### config.mk
export PLATFORM = sky130hd
export DESIGN_NAME = adma_dm_axi_b_trk_flat
export DESIGN_NICKNAME = d
export VERILOG_FILES = /design/src/rtl/adma_dm_axi_b_trk_if.sv /design/src/rtl/adma_dm_axi_b_trk.sv /design/src/flat_wrapper.sv
export SDC_FILE = /design/constraint.sdc
export NUM_CORES = 1
export LEC_CHECK = 0
export ABC_AREA = 1
export CAP_MARGIN = 10
export CELL_PAD_IN_SITES_DETAIL_PLACEMENT = 1
export CELL_PAD_IN_SITES_GLOBAL_PLACEMENT = 2
export CORE_ASPECT_RATIO = 0.9
export CORE_UTILIZATION = 41
export CTS_CLUSTER_DIAMETER = 80
export DETAILED_ROUTE_END_ITERATION = 8
export GPL_TIMING_DRIVEN = 0
export PLACE_DENSITY_LB_ADDON = 0.1
export SETUP_SLACK_MARGIN = 0.15
export SLEW_MARGIN = 30
export SYNTH_ARGS = -nofsm -noshare
export SYNTH_HDL_FRONTEND = slang
export SYNTH_SLANG_ARGS = --single-unit
export TNS_END_PERCENT = 50
### constraint.sdc
create_clock -name clk -period 10.5 [get_ports clk]
set_input_delay 2.625 -clock clk [delete_from_list [all_inputs] [get_ports clk]]
set_output_delay 2.625 -clock clk [all_outputs]
set_load 0.02 [all_outputs]
### src/rtl/adma_dm_axi_b_trk_if.sv
// AXI write-response (B) channel bundle between the interconnect and the B tracker.
// The master modport is the AXI-master side that consumes responses.
interface adma_dm_axi_b_trk_if #(
  parameter int MST_ID_W   = 5,
  parameter int ATX_RESP_W = 2
) ();
  logic [MST_ID_W-1:0]   m_bid_i;
  logic [ATX_RESP_W-1:0] m_bresp_i;
  logic                  m_bvalid_i;
  logic                  m_bready_o;

  modport master (
    input  m_bid_i,
    input  m_bresp_i,
    input  m_bvalid_i,
    output m_bready_o
  );

  modport slave (
    output m_bid_i,
    output m_bresp_i,
    output m_bvalid_i,
    input  m_bready_o
  );
endinterface

### src/rtl/adma_dm_axi_b_trk.sv
// Out-of-order AXI B-response tracker: slot table matched by ID in per-ID issue order,
// per-channel done/error/timeout pulses and outstanding counts.
module adma_dm_axi_b_trk #(
  parameter int DMA_CHN_NUM  = 4,
  parameter int MST_ID_W     = 5,
  parameter int ATX_RESP_W   = 2,
  parameter int ATX_NUM_OSTD = 8,
  parameter int TMO_W        = 16,
  localparam int DMA_CHN_NUM_W = (DMA_CHN_NUM > 1) ? $clog2(DMA_CHN_NUM) : 1,
  localparam int OSTD_CNT_W    = $clog2(ATX_NUM_OSTD + 1),
  localparam int SLOT_W        = $clog2(ATX_NUM_OSTD)
) (
  input  logic                     clk,
  input  logic                     rst,
  input  logic [DMA_CHN_NUM_W-1:0] atx_chn_id,
  input  logic [MST_ID_W-1:0]      atx_awid,
  input  logic                     atx_vld,
  output logic                     atx_rdy,
  input  logic [TMO_W-1:0]         tmo_lim,
  output logic                     atx_done     [0:DMA_CHN_NUM-1],
  output logic                     atx_dst_err  [0:DMA_CHN_NUM-1],
  output logic                     atx_tmo      [0:DMA_CHN_NUM-1],
  output logic [OSTD_CNT_W-1:0]    chn_ostd_cnt [0:DMA_CHN_NUM-1],
  output logic                     unexp_rsp,
  adma_dm_axi_b_trk_if.master      m_b
);

  logic [ATX_NUM_OSTD-1:0]  r_vld;
  logic [DMA_CHN_NUM_W-1:0] r_chn       [ATX_NUM_OSTD];
  logic [MST_ID_W-1:0]      r_id        [ATX_NUM_OSTD];
  logic [OSTD_CNT_W-1:0]    r_rank      [ATX_NUM_OSTD];
  logic [TMO_W-1:0]         r_tmo_cnt   [ATX_NUM_OSTD];
  logic [ATX_NUM_OSTD-1:0]  r_tmo_fired;

  logic                     w_b_hs;
  logic                     w_hit;
  logic [SLOT_W-1:0]        w_hit_idx;
  logic                     w_free_any;
  logic [SLOT_W-1:0]        w_free_idx;
  logic                     w_alloc;
  logic                     w_retire;
  logic [DMA_CHN_NUM_W-1:0] w_hit_chn;
  logic [OSTD_CNT_W-1:0]    w_new_rank;
  logic                     w_bresp_err;
  logic [ATX_NUM_OSTD-1:0]  w_tmo_hit;
  logic [DMA_CHN_NUM-1:0]   w_tmo_chn;

  assign m_b.m_bready_o = ~rst;
  assign w_b_hs         = m_b.m_bvalid_i & m_b.m_bready_o;
  assign atx_rdy        = ~rst & w_free_any;
  assign w_alloc        = atx_vld & atx_rdy;
  assign w_retire       = w_b_hs & w_hit;
  assign w_hit_chn      = r_chn[w_hit_idx];
  assign w_bresp_err    = (m_b.m_bresp_i == 2'b10) | (m_b.m_bresp_i == 2'b11);

  // Descending scan so the lowest index wins for both the match and the free slot.
  always_comb begin
    w_hit      = 1'b0;
    w_hit_idx  = '0;
    w_free_any = 1'b0;
    w_free_idx = '0;
    for (int i = ATX_NUM_OSTD - 1; i >= 0; i--) begin
      if (r_vld[i] && (r_id[i] == m_b.m_bid_i) && (r_rank[i] == '0)) begin
        w_hit     = 1'b1;
        w_hit_idx = SLOT_W'(i);
      end
      if (!r_vld[i]) begin
        w_free_any = 1'b1;
        w_free_idx = SLOT_W'(i);
      end
    end
  end

  // New rank counts same-ID slots that survive this cycle, so it already accounts for a retire.
  always_comb begin
    w_new_rank = '0;
    for (int i = 0; i < ATX_NUM_OSTD; i++) begin
      if (r_vld[i] && (r_id[i] == atx_awid) &&
          !(w_retire && (w_hit_idx == SLOT_W'(i)))) begin
        w_new_rank = w_new_rank + OSTD_CNT_W'(1);
      end
    end
  end

  genvar gi;
  generate
    for (gi = 0; gi < ATX_NUM_OSTD; gi++) begin : g_tmo_hit
      assign w_tmo_hit[gi] = r_vld[gi] & (tmo_lim != '0) &
                             (r_tmo_cnt[gi] == tmo_lim) & ~r_tmo_fired[gi];
    end
    for (gi = 0; gi < DMA_CHN_NUM; gi++) begin : g_tmo_chn
      always_comb begin
        w_tmo_chn[gi] = 1'b0;
        for (int i = 0; i < ATX_NUM_OSTD; i++) begin
          if (w_tmo_hit[i] && (r_chn[i] == DMA_CHN_NUM_W'(gi))) begin
            w_tmo_chn[gi] = 1'b1;
          end
        end
      end
    end
  endgenerate

  always_ff @(posedge clk) begin
    if (rst) begin
      r_vld       <= '0;
      r_tmo_fired <= '0;
      for (int i = 0; i < ATX_NUM_OSTD; i++) begin
        r_chn[i]     <= '0;
        r_id[i]      <= '0;
        r_rank[i]    <= '0;
        r_tmo_cnt[i] <= '0;
      end
    end else begin
      for (int i = 0; i < ATX_NUM_OSTD; i++) begin
        if (w_alloc && (w_free_idx == SLOT_W'(i))) begin
          r_vld[i]       <= 1'b1;
          r_chn[i]       <= atx_chn_id;
          r_id[i]        <= atx_awid;
          r_rank[i]      <= w_new_rank;
          r_tmo_cnt[i]   <= '0;
          r_tmo_fired[i] <= 1'b0;
        end else if (r_vld[i]) begin
          if (r_tmo_cnt[i] != '1) begin
            r_tmo_cnt[i] <= r_tmo_cnt[i] + TMO_W'(1);
          end
          if (w_tmo_hit[i]) begin
            r_tmo_fired[i] <= 1'b1;
          end
          if (w_retire && (w_hit_idx == SLOT_W'(i))) begin
            r_vld[i] <= 1'b0;
          end else if (w_retire && (r_id[i] == m_b.m_bid_i)) begin
            r_rank[i] <= r_rank[i] - OSTD_CNT_W'(1);
          end
        end
      end
    end
  end

  always_ff @(posedge clk) begin
    if (rst) begin
      unexp_rsp <= 1'b0;
      for (int c = 0; c < DMA_CHN_NUM; c++) begin
        atx_done[c]     <= 1'b0;
        atx_dst_err[c]  <= 1'b0;
        atx_tmo[c]      <= 1'b0;
        chn_ostd_cnt[c] <= '0;
      end
    end else begin
      unexp_rsp <= w_b_hs & ~w_hit;
      for (int c = 0; c < DMA_CHN_NUM; c++) begin
        atx_done[c]     <= w_retire && (w_hit_chn == DMA_CHN_NUM_W'(c));
        atx_dst_err[c]  <= w_retire && (w_hit_chn == DMA_CHN_NUM_W'(c)) && w_bresp_err;
        atx_tmo[c]      <= w_tmo_chn[c];
        chn_ostd_cnt[c] <= chn_ostd_cnt[c]
                         + OSTD_CNT_W'(w_alloc && (atx_chn_id == DMA_CHN_NUM_W'(c)))
                         - OSTD_CNT_W'(w_retire && (w_hit_chn == DMA_CHN_NUM_W'(c)));
      end
    end
  end

endmodule
### src/flat_wrapper.sv
// flat-port wrapper written by rule: the top's interface ports become plain ports
module adma_dm_axi_b_trk_flat 
#(
  parameter int DMA_CHN_NUM  = 4,
  parameter int MST_ID_W     = 5,
  parameter int ATX_RESP_W   = 2,
  parameter int ATX_NUM_OSTD = 8,
  parameter int TMO_W        = 16,
  localparam int DMA_CHN_NUM_W = (DMA_CHN_NUM > 1) ? $clog2(DMA_CHN_NUM) : 1,
  localparam int OSTD_CNT_W    = $clog2(ATX_NUM_OSTD + 1),
  localparam int SLOT_W        = $clog2(ATX_NUM_OSTD)
)
  (clk, rst, atx_chn_id, atx_awid, atx_vld, atx_rdy, tmo_lim, atx_done, atx_dst_err, atx_tmo, chn_ostd_cnt, unexp_rsp, m_b_m_bid_i, m_b_m_bresp_i, m_b_m_bvalid_i, m_b_m_bready_o);
  adma_dm_axi_b_trk_if #(.MST_ID_W(MST_ID_W), .ATX_RESP_W(ATX_RESP_W)) m_b_i ();
  input  logic clk;
  input  logic rst;
  input  logic [DMA_CHN_NUM_W-1:0] atx_chn_id;
  input  logic [MST_ID_W-1:0] atx_awid;
  input  logic atx_vld;
  output logic atx_rdy;
  input  logic [TMO_W-1:0] tmo_lim;
  output logic atx_done[0:DMA_CHN_NUM-1];
  output logic atx_dst_err[0:DMA_CHN_NUM-1];
  output logic atx_tmo[0:DMA_CHN_NUM-1];
  output logic [OSTD_CNT_W-1:0] chn_ostd_cnt[0:DMA_CHN_NUM-1];
  output logic unexp_rsp;
  input wire logic [$bits(m_b_i.m_bid_i)-1:0] m_b_m_bid_i;
  input wire logic [$bits(m_b_i.m_bresp_i)-1:0] m_b_m_bresp_i;
  input wire logic [$bits(m_b_i.m_bvalid_i)-1:0] m_b_m_bvalid_i;
  output wire logic [$bits(m_b_i.m_bready_o)-1:0] m_b_m_bready_o;
  assign m_b_i.m_bid_i = m_b_m_bid_i;
  assign m_b_i.m_bresp_i = m_b_m_bresp_i;
  assign m_b_i.m_bvalid_i = m_b_m_bvalid_i;
  assign m_b_m_bready_o = m_b_i.m_bready_o;
  adma_dm_axi_b_trk #(.DMA_CHN_NUM(DMA_CHN_NUM), .MST_ID_W(MST_ID_W), .ATX_RESP_W(ATX_RESP_W), .ATX_NUM_OSTD(ATX_NUM_OSTD), .TMO_W(TMO_W)) u_core (.clk(clk), .rst(rst), .atx_chn_id(atx_chn_id), .atx_awid(atx_awid), .atx_vld(atx_vld), .atx_rdy(atx_rdy), .tmo_lim(tmo_lim), .atx_done(atx_done), .atx_dst_err(atx_dst_err), .atx_tmo(atx_tmo), .chn_ostd_cnt(chn_ostd_cnt), .unexp_rsp(unexp_rsp), .m_b(m_b_i));
endmodule
==> metrics.yaml <==
global_route:
  grt_max_degree: 17
  overflow: 0
  grt_usage: 0.2821
  grt_pass1_vias: 15890
  antenna_found_initial: 0
  grt_pass1_wl_um: 91600
floorplan:
  die_w_um: 216.3
  rows: 70
  start_util: 0.4162
  num_io_pins: 65
  die_height_um: 194.9
  die_area_um2: 42160
  core_area_um2: 40730
timing:
  period_minus_slack_ns: 9.280
  finalCritPeriodShare: 0.8838
  drv_slew: 0
  tightest_slew_ns: 1.096
  max_freq_mhz: 107.8
  fin_setup_tns_ns: 0
  timing.slew.headroom: 0.2692
  hold_viol: 0
  rsz0062_at_grt: "false"
  hold_slack_ns: 0.4570
  fin_skew_ns: 0.01440
  finalSetupViolCount: 0
worst_setup_path:
  r2r-end: "u_core.r_rank[0][25]"
  r2r_setup_slack_ns: 3.53
  arrival_ns: 9.58
  crit_required_ns: 10.80
  reg2reg_from: "u_core.r_vld[4]"
  crit_path_frequent_cell: "nand2_1"
  slowest_stage: "clkdlybuf4s50_1"
  start_kind: "input port"
  path_max_fanout: 10
  path_class: "in2reg"
  cp_slowest_stage_delay_ns: 0.73
  worstSetupEndpointType: "flip-flop"
  rr_worst_depth: 38
clocking:
  cts.sinks: 261
  cts_buffers: 34
  cts_resized: 0
  clockBufferDepth: 3
  clk_pin_slew_ns: 0.06
  htreeDepth: 2
  postCtsHoldBufs: 0
  cts_tree: "built"
  insertion_delay_ns: 0.54
  post_cts.repair.setup_buffers: 0
  root_buffer: "clkbuf_16"
place:
  dpl.hpwl_um: 44380
  place_congestion: 0.8909
  dp.cells: 2699
  numPortBuffers: 47
drt:
  viasPerCell: 5.605
  finalWirelength_um: 59400
  ant_nets: 0
  num_vias: 15460
  first_pass_iters: 6
  drc: 0
  wl_per_cell_um: 21.53
  dr.first_iter.drc_count: 1247
logic_synthesis:
  synth_top_area_frac: 0.3826
  yosysSeqAreaShare: 0.4358
  synth_edf_count: 216
  async_flop_share: 0
  yosysUniqueCellTypes: 56
  synth_flop_cell: "edfxtp_1"
  syn_inst: 2110
  yosys_warnings: 0
  yosys.area.top_type: "edfxtp_1"
  synth_area_leaders: "edfxtp_1 (38%), nand2_1 (8.7%), inv_1 (6.9%)"
  yosysMostFrequentCell: "nand2_1"
  synth_nets: 2197
  synth_area_um2: 16950
  postSynthAreaPerCell_um2: 8.034
  ys_ff_latch: 261
  netlist_top_cells_count: "nand2_1 (392), inv_1 (311), nor2_1 (290)"
min_path:
  hold_path_class: "reg2reg"
  min_delay_path_depth: 2
  holdPathEnd: "u_core.r_tmo_fired[4]"
  hp-start: "u_core.r_tmo_fired[4]"
cells_and_area:
  area_growth_syn_to_layout_pct: 13.97
  drive_above_1_share: 0.07346
  antenna_cells: 0
  stdcell_count: 2759
  nNetsFinal: 2283
  fill_cells: 5000
flow_run:
  maxCapViolCount: 0
power:
  powerDensity_nw_per_um2: 139.7
  worst_ir_drop_vdd_mv: 0.09238
  leakagePower_nw: 7.644
run_status:
  status: "completed"
## cells in the final DEF, fill, tap and decap left out, types with 15 or more instances in the layout
| cell type | count |
|---|---|
| nor2_1 | 290 |
| xnor2_1 | 25 |
| nor3b_1 | 31 |
| clkbuf_16 | 37 |
| a21oi_1 | 75 |
| nand2_2 | 22 |
| nand4_1 | 24 |
| o21ai_0 | 52 |
| clkbuf_1 | 53 |
| edfxtp_1 | 216 |
| a221oi_1 | 17 |
| inv_1 | 311 |
| ha_1 | 49 |
| nand2_1 | 392 |
| nor3_1 | 75 |
| dfxtp_1 | 45 |
| nor4_1 | 27 |
| o22ai_1 | 66 |
| clkdlybuf4s50_1 | 47 |
| or2_2 | 16 |
| o2111ai_1 | 19 |
| a211oi_1 | 15 |
| xor2_1 | 68 |
| nand3_1 | 87 |
## metal layers
| layer | GRT usage | wire length [µm] |
|---|---|---|
| met3 | 0.03615 | 3262 |
| met4 | 0.07799 | 1272 |
| met5 | 0 | 0 |
| met2 | 0.4498 | 26750 |
| met1 | 0.4006 | 28110 |
## report_power, final
part | total [mW] | internal, mW | switching [mW]
Combinational | 0.237 | 0.0697 | 0.167
Clock | 1.26 | 0.772 | 0.486
Sequential | 1.20 | 1.16 | 0.0431
Total | 2.70 | 2.00 | 0.696
## stage by stage
stage	util	instance area (µm²)	power, mW	worst slack (ns)
finish	0.4744	19320	2.700	1.220
global route	0.4744	19320	2.773	0.5986
CTS	0.4741	19310	2.714	1.208
detailed placement	0.4452	18130	1.458	0.6687
global placement	0.4444	18100	1.449	0.7810
floorplan	-	16950	1.357	2.871
## cell type report
cell class,count,area (µm²),area share
clock inverters,15,216.5,0.01120
flip-flops and latches,261,7387,0.3824
well taps,540,675.6,0.03497
clock buffers,44,962.2,0.04980
plain buffers,58,250.2,0.01295
multi-input cells,1457,8083,0.4184
inverters,334,1254,0.06489
repair buffers,50,491.7,0.02545
## worst max-delay path: cells and delay by family
kind | cells | cell delay [ns]
simple gates | 23 | 3.31
buf+inv | 8 | 1.40
fa+ha+maj | 4 | 1.18
compound gates | 5 | 1.05
## sequential cells by signal, indices dropped and copies added (netlist names)
register	flops
u_core.r_rank	32
u_core.atx_tmo	4
u_core.r_chn	16
u_core.atx_dst_err	4
u_core.unexp_rsp	1
u_core.r_id	40
u_core.r_tmo_fired	8
u_core.chn_ostd_cnt	16
u_core.r_tmo_cnt	128
u_core.r_vld	8
u_core.atx_done	4
## cell families after synthesis
| group | synth area share |
|---|---|
| simple gates | 0.2766 |
| buf+inv | 0.08865 |
| compound gates | 0.1084 |
| flops | 0.4358 |
| xor+xnor | 0.04968 |
| fa+ha+maj | 0.04089 |
## how the worst max path moves through the flow
stage,from,to,slack (ns),depth (start not counted)
after global routing,m_b_m_bid_i[0],u_core.r_rank[0][26],0.60,41
after global placement,m_b_m_bid_i[0],u_core.r_rank[0][29],0.78,40
final,m_b_m_bid_i[0],u_core.r_rank[0][25],1.22,40
after floorplan,m_b_m_bid_i[1],u_core.r_rank[0][30],2.87,41
after CTS,m_b_m_bid_i[0],u_core.r_rank[0][25],1.21,40
after detailed placement,m_b_m_bid_i[0],u_core.r_rank[0][25],0.67,40
No activity file was read; power rests on OpenSTA's default activity.
